==> config.mk <==
export PLATFORM = sky130hd
export DESIGN_NAME = alu_issue
export DESIGN_NICKNAME = d
export VERILOG_FILES = /design/src/rtl/alu_pkg.sv /design/src/rtl/alu_decode.sv /design/src/rtl/alu_issue.sv
export SDC_FILE = /design/constraint.sdc
export NUM_CORES = 1
export LEC_CHECK = 0
export CORE_MARGIN = 10
export CORE_UTILIZATION = 39
export DETAILED_ROUTE_END_ITERATION = 6
export GPL_TIMING_DRIVEN = 0
export PLACE_DENSITY_LB_ADDON = 0.08
export RECOVER_POWER = 25
export SETUP_SLACK_MARGIN = 0.3
export SYNTH_ARGS = -nofsm -noshare
export SYNTH_HDL_FRONTEND = slang
export SYNTH_SLANG_ARGS = --single-unit
==> constraint.sdc <==
create_clock -name clk -period 5.3 [get_ports clk]
set_input_delay 0.53 -clock clk [delete_from_list [all_inputs] [get_ports clk]]
set_output_delay 0.53 -clock clk [all_outputs]
set_load 0.05 [all_outputs]
==> src/rtl/alu_pkg.sv <==
// ALU issue slice: shared constants, select enums and decode helper.
// Imported by alu_decode and alu_issue.
package alu_pkg;

  localparam int DEF_SIGNAL_WIDTH = 32;

  localparam logic [3:0] ALU_ADD  = 4'd0;
  localparam logic [3:0] ALU_SUB  = 4'd1;
  localparam logic [3:0] ALU_SLL  = 4'd2;
  localparam logic [3:0] ALU_SLT  = 4'd3;
  localparam logic [3:0] ALU_SLTU = 4'd4;
  localparam logic [3:0] ALU_XOR  = 4'd5;
  localparam logic [3:0] ALU_SRL  = 4'd6;
  localparam logic [3:0] ALU_SRA  = 4'd7;
  localparam logic [3:0] ALU_OR   = 4'd8;
  localparam logic [3:0] ALU_AND  = 4'd9;

  localparam logic [6:0] OP_R     = 7'b0110011;
  localparam logic [6:0] OP_I     = 7'b0010011;
  localparam logic [6:0] OP_LUI   = 7'b0110111;
  localparam logic [6:0] OP_AUIPC = 7'b0010111;
  localparam logic [6:0] OP_LOAD  = 7'b0000011;
  localparam logic [6:0] OP_STORE = 7'b0100011;

  typedef enum logic [1:0] {A_RS1, A_PC, A_ZERO} asel_e;
  typedef enum logic [1:0] {B_RS2, B_IMM, B_ZERO} bsel_e;

  // Bit 1 = command slot full, bit 0 = result slot full.
  typedef enum logic [1:0] {
    OCC_EMPTY = 2'b00,
    OCC_RES   = 2'b01,
    OCC_CMD   = 2'b10,
    OCC_BOTH  = 2'b11
  } occ_e;

  // alt selects SUB for funct3 000 and SRA for funct3 101.
  function automatic logic [3:0] f3_to_sel(input logic [2:0] f3,
                                           input logic alt);
    logic [3:0] s;
    unique case (f3)
      3'b000:  s = alt ? ALU_SUB : ALU_ADD;
      3'b001:  s = ALU_SLL;
      3'b010:  s = ALU_SLT;
      3'b011:  s = ALU_SLTU;
      3'b100:  s = ALU_XOR;
      3'b101:  s = alt ? ALU_SRA : ALU_SRL;
      3'b110:  s = ALU_OR;
      default: s = ALU_AND;
    endcase
    return s;
  endfunction

endpackage

==> src/rtl/alu_decode.sv <==
// Combinational decode: opcode/funct3/funct7b5 -> ALUSel, operand
// selects, shift flag (B trimmed to 5 bits) and illegal flag.
module alu_decode
  import alu_pkg::*;
(
  input  logic [6:0] opcode_i,
  input  logic [2:0] funct3_i,
  input  logic       funct7b5_i,
  output logic [3:0] alusel_o,
  output asel_e      a_sel_o,
  output bsel_e      b_sel_o,
  output logic       shift_o,
  output logic       illegal_o
);

  logic is_sh;
  assign is_sh = (funct3_i == 3'b001) || (funct3_i == 3'b101);

  always_comb begin
    alusel_o  = ALU_ADD;
    a_sel_o   = A_ZERO;
    b_sel_o   = B_ZERO;
    shift_o   = 1'b0;
    illegal_o = 1'b0;
    unique case (1'b1)
      (opcode_i == OP_R): begin
        a_sel_o  = A_RS1;
        b_sel_o  = B_RS2;
        alusel_o = f3_to_sel(funct3_i, funct7b5_i);
        shift_o  = is_sh;
      end
      (opcode_i == OP_I): begin
        a_sel_o  = A_RS1;
        b_sel_o  = B_IMM;
        // No SUBI: alt only matters for the right shift.
        alusel_o = f3_to_sel(funct3_i,
                     funct7b5_i && (funct3_i == 3'b101));
        shift_o  = is_sh;
      end
      (opcode_i == OP_LUI): begin
        a_sel_o = A_ZERO;
        b_sel_o = B_IMM;
      end
      (opcode_i == OP_AUIPC): begin
        a_sel_o = A_PC;
        b_sel_o = B_IMM;
      end
      (opcode_i == OP_LOAD) || (opcode_i == OP_STORE): begin
        a_sel_o = A_RS1;
        b_sel_o = B_IMM;
      end
      default: illegal_o = 1'b1;
    endcase
  end

endmodule

==> src/rtl/alu_issue.sv <==
// Two-slot ALU issue pipeline (command reg -> result reg) around an
// external combinational ALU. Ports: in_* command handshake, ALUSel/
// alumux*_out to ALU, alu_out back, out_* result handshake, issue_count.
module alu_issue
  import alu_pkg::*;
#(
  parameter int SIGNAL_WIDTH = DEF_SIGNAL_WIDTH
) (
  input  logic                    clk,
  input  logic                    rst,
  input  logic                    in_valid,
  output logic                    in_ready,
  input  logic [6:0]              opcode,
  input  logic [2:0]              funct3,
  input  logic                    funct7b5,
  input  logic [SIGNAL_WIDTH-1:0] rs1_data,
  input  logic [SIGNAL_WIDTH-1:0] rs2_data,
  input  logic [SIGNAL_WIDTH-1:0] imm,
  input  logic [SIGNAL_WIDTH-1:0] pc,
  input  logic [4:0]              rd,
  output logic [3:0]              ALUSel,
  output logic [SIGNAL_WIDTH-1:0] alumux1_out,
  output logic [SIGNAL_WIDTH-1:0] alumux2_out,
  input  logic [SIGNAL_WIDTH-1:0] alu_out,
  output logic                    out_valid,
  input  logic                    out_ready,
  output logic [SIGNAL_WIDTH-1:0] out_result,
  output logic [4:0]              out_rd,
  output logic                    out_illegal,
  output logic [15:0]             issue_count
);

  localparam int W = SIGNAL_WIDTH;

  logic [3:0] dec_sel;
  asel_e      dec_a;
  bsel_e      dec_b;
  logic       dec_sh;
  logic       dec_ill;

  alu_decode u_dec (
    .opcode_i   (opcode),
    .funct3_i   (funct3),
    .funct7b5_i (funct7b5),
    .alusel_o   (dec_sel),
    .a_sel_o    (dec_a),
    .b_sel_o    (dec_b),
    .shift_o    (dec_sh),
    .illegal_o  (dec_ill)
  );

  logic [W-1:0] a_src, b_raw, b_src;

  always_comb begin
    unique case (dec_a)
      A_RS1:   a_src = rs1_data;
      A_PC:    a_src = pc;
      default: a_src = '0;
    endcase
    unique case (dec_b)
      B_RS2:   b_raw = rs2_data;
      B_IMM:   b_raw = imm;
      default: b_raw = '0;
    endcase
    b_src = dec_sh ? {{(W-5){1'b0}}, b_raw[4:0]} : b_raw;
  end

  occ_e state_q, state_d;
  logic cmd_occ, res_occ, advance, accept;

  always_ff @(posedge clk or posedge rst) begin
    if (rst) state_q <= OCC_EMPTY;
    else     state_q <= state_d;
  end

  always_comb begin
    logic cmd_n, res_n;
    cmd_n   = accept || (cmd_occ && !advance);
    res_n   = advance || (res_occ && !out_ready);
    state_d = occ_e'({cmd_n, res_n});
  end

  always_comb begin
    cmd_occ   = state_q[1];
    res_occ   = state_q[0];
    advance   = cmd_occ && (!res_occ || out_ready);
    in_ready  = !cmd_occ || advance;
    accept    = in_valid && in_ready;
    out_valid = res_occ;
  end

  logic [3:0]   sel_q;
  logic [W-1:0] a_q, b_q, res_q;
  logic [4:0]   rd_q, res_rd_q;
  logic         ill_q, res_ill_q;
  logic [15:0]  cnt_q;

  always_ff @(posedge clk or posedge rst) begin
    if (rst) begin
      sel_q     <= ALU_ADD;
      a_q       <= '0;
      b_q       <= '0;
      rd_q      <= '0;
      ill_q     <= 1'b0;
      res_q     <= '0;
      res_rd_q  <= '0;
      res_ill_q <= 1'b0;
      cnt_q     <= '0;
    end else begin
      if (advance) begin
        res_q     <= ill_q ? '0 : alu_out;
        res_rd_q  <= rd_q;
        res_ill_q <= ill_q;
      end
      if (accept) begin
        sel_q <= dec_sel;
        a_q   <= a_src;
        b_q   <= b_src;
        rd_q  <= rd;
        ill_q <= dec_ill;
        cnt_q <= cnt_q + 16'd1;
      end
    end
  end

  assign ALUSel      = sel_q;
  assign alumux1_out = a_q;
  assign alumux2_out = b_q;
  assign out_result  = res_q;
  assign out_rd      = res_rd_q;
  assign out_illegal = res_ill_q;
  assign issue_count = cnt_q;

endmodule
==> results by group <==
CTS
  • Sink Count: 130
  • CTS tree: built
  • Clk_lat worst skew: roughly 0.42 ns
  • H-tree depth: 4
  • Post-cts hold buffer count: 0
  • Reg clk slew, reported paths: 0.06 ns
  • CTS buffer count: 17
  • # resized after CTS: 0
  • Clock buffer depth: 2
  • CTS Root Buffer Type: clkbuf_16
  • Setup Buffers After CTS: 0

Global routing
  • Antenna violations before repair: 0
  • Vias in the first global route: 5818
  • Global Route Usage Sum: between 20% and 30%
  • GRT overflow: 0
  • First-pass GRT wire length: 33.4 mm
  • Largest net degree at the start of global routing: 74

Synthesis
  • Syn_area_per_cell: ~11 sq um
  • Yosys warns: 0
  • Sequential fraction of the synthesis area: 58.0%
  • EDFF count, synth: 0
  • Synth Register Bits: 130
  • Syn Inst Count: 527
  • Ys async rst share: 100%
  • Post-Synthesis Cell Area: 5610 sq um
  • Synth cell types: 35
  • Top FF cell, synth: dfrtp_1
  • Syn_nets: 708

Placed design
  • I/O Buffers: 302
  • DP Wirelength: roughly 17 mm
  • Final Wtd Congestion: 0.857
  • Placement Setup Slack: 2.45 ns

Floorplan
  • Die footprint: 19600 sq um
  • Die H: 140 um
  • Starting Density: 40.1%
  • Core area: 14000 sq um
  • # rows: 43
  • Die X: about 140 um
  • I/O Pins: 304

Cells and area
  • Final Net Count: 1030
  • Most frequent cells in the layout: 300 x clkdlybuf4s50_1, 130 x dfrtp_1, 77 x nor2_1
  • Post-layout util: approximately 68%
  • Layout area overhead: 69.0%
  • Antenna diodes: 0
  • Share of layout cells above drive strength 1: under 10%
  • Commonest non-fill, non-tap cell in the layout: clkdlybuf4s50_1

Route
  • Vias/cell: 5.09
  • WL final: around 21 mm
  • DR WL/cell: 20.4 um
  • 1st-pass router iterations: 4
  • DR iter-0 viols: approximately 260
  • Post-route ant nets: 0
  • DRC viols: 0
  • Via count: 5301

Power
  • Max VDD drop: 0.254 mV
  • Pleak: 0.00406 uW
  • Pwr/cell area: 355 nW/um^2

STA
  • Measured slew at the worst slew-check pin: around 3.3 ns
  • Final Max Slew Viols: 73
  • Setup Viol. Count Final: 0
  • Post-layout min period: 3.01 ns
  • Final period util: 56.8%
  • Setup TNS: 0 ns
  • RSZ-0062 raised after global routing: no
  • Max Fclk: 0.332 GHz
  • Final Skew: around 0.0075 ns
  • Final Hold Fails: 0
  • Worst setup margin: around 2.3 ns
  • Slew HR: -121%

Setup path
  • Worst path bufs/invs: 2
  • Slowest stage delay, CP: around 1.9 ns
  • Crit-path max FO: 73
  • Worst setup EP type: asynchronous set/reset pin
  • CP top delay family: buffers and inverters
  • Critical Path Source Type: input port
  • Slowest cell on the critical path: clkinvlp_2
  • Worst EP arrival: 2.98 ns
  • Worst path required time: 5.27 ns
  • WS Path Type: in -> async
  • Crit path depth: 2
  • Crit path cell chain: dlygate4sd3_1 > clkinvlp_2
  • Worst r2r path cells: 7

Run status
  • Failing checks: capacitance limit, slew limit
  • Status: finished, violations left

Worst hold path
  • Hold WC Path Type: reg -> reg
  • Hold Path Depth: 1

Flow run
  • Max cap viols: 1
## area by class of cell
class	instances	area, sq um
clock inverter	8	73.8
multi-input combinational	357	2170
inverter	3	12.5
sequential	130	3250
timing repair buffer	303	3050
clock buffer	24	522
tap	180	225
fill	1076	4510
buffer	37	178
## kinds of logic (layout without fill, tap and decap cells)
| group | count (synthesis) | count (layout) | synth area share, % |
|---|---|---|---|
| compound gates | 107 | 107 | 15.0 |
| xor+xnor | 15 | 15 | 2.34 |
| fa+ha+maj | 1 | 1 | 0.223 |
| buf+inv | 40 | 375 | 3.37 |
| flops | 130 | 130 | 58.0 |
| mux | 7 | 7 | 1.38 |
| simple gates | 227 | 227 | 19.7 |
## metal layers
metal,vias to the layer above,wire length [um],global-route usage [%]
met5,-,0,0
met4,0,490,7.61
met3,31,2120,10.3
met2,223,10800,36.6
met1,2545,7900,23.2
li1,2502,-,-
## worst paths after layout
kind	start	endpoint	slack [ns]
max	rst	ALUSel[1]	2.29
min	issue_count[15]	issue_count[15]	0.48
max in group clk	out_ready	in_ready	2.56
max reg2reg	state_q[0]	alumux2_out[3]	3.18
min in group asynchronous	rst	alumux2_out[15]	1.53
min reg2reg	issue_count[15]	issue_count[15]	0.48
## flip-flops by register name, summed over array words and instances (netlist names)
register and flops:
alumux2_out 32, state_q 2, out_illegal 1, issue_count 16, ALUSel 4, alumux1_out 32
out_result 32, rd_q 5, ill_q 1, out_rd 5
## Yosys cell counts (all sizes together) (3+ instances only)
cell	n	share of area, %
o21ai	35	3.1
a221o	28	5.0
buf	10	1.3
nand4	4	0.45
clkbuf	27	1.8
nor2	77	5.2
nand2	60	4.0
xnor2	12	1.9
a221oi	37	5.8
mux2	6	1.2
and3	3	0.33
nand3	5	0.45
and2	29	3.2
nand2b	37	4.1
xor2	3	0.47
dfrtp	130	58
inv	3	0.20
and4	3	0.47
nor2b	3	0.33
## stage by stage
step	hold WS (ns)	total power, uW	std cells	instance area, sq um
final	0.482	3370	1042	9480
after global routing	0.508	3510	1042	9480
after CTS	0.484	3400	1042	9490
after detailed placement	0.471	2240	1010	8890
after global placement	0.455	2220	1009	8860
after floorplan	0.442	1770	527	5610
## where the power goes
part / leakage, uW / switching (uW) / total (uW) / internal, uW
clock network: 0.000294 / 427 / 1160 / 730
registers: 0.00169 / 78.4 / 1190 / 1110
logic: 0.00208 / 631 / 1020 / 391
Note: power is estimated with default switching activity, not from simulation.
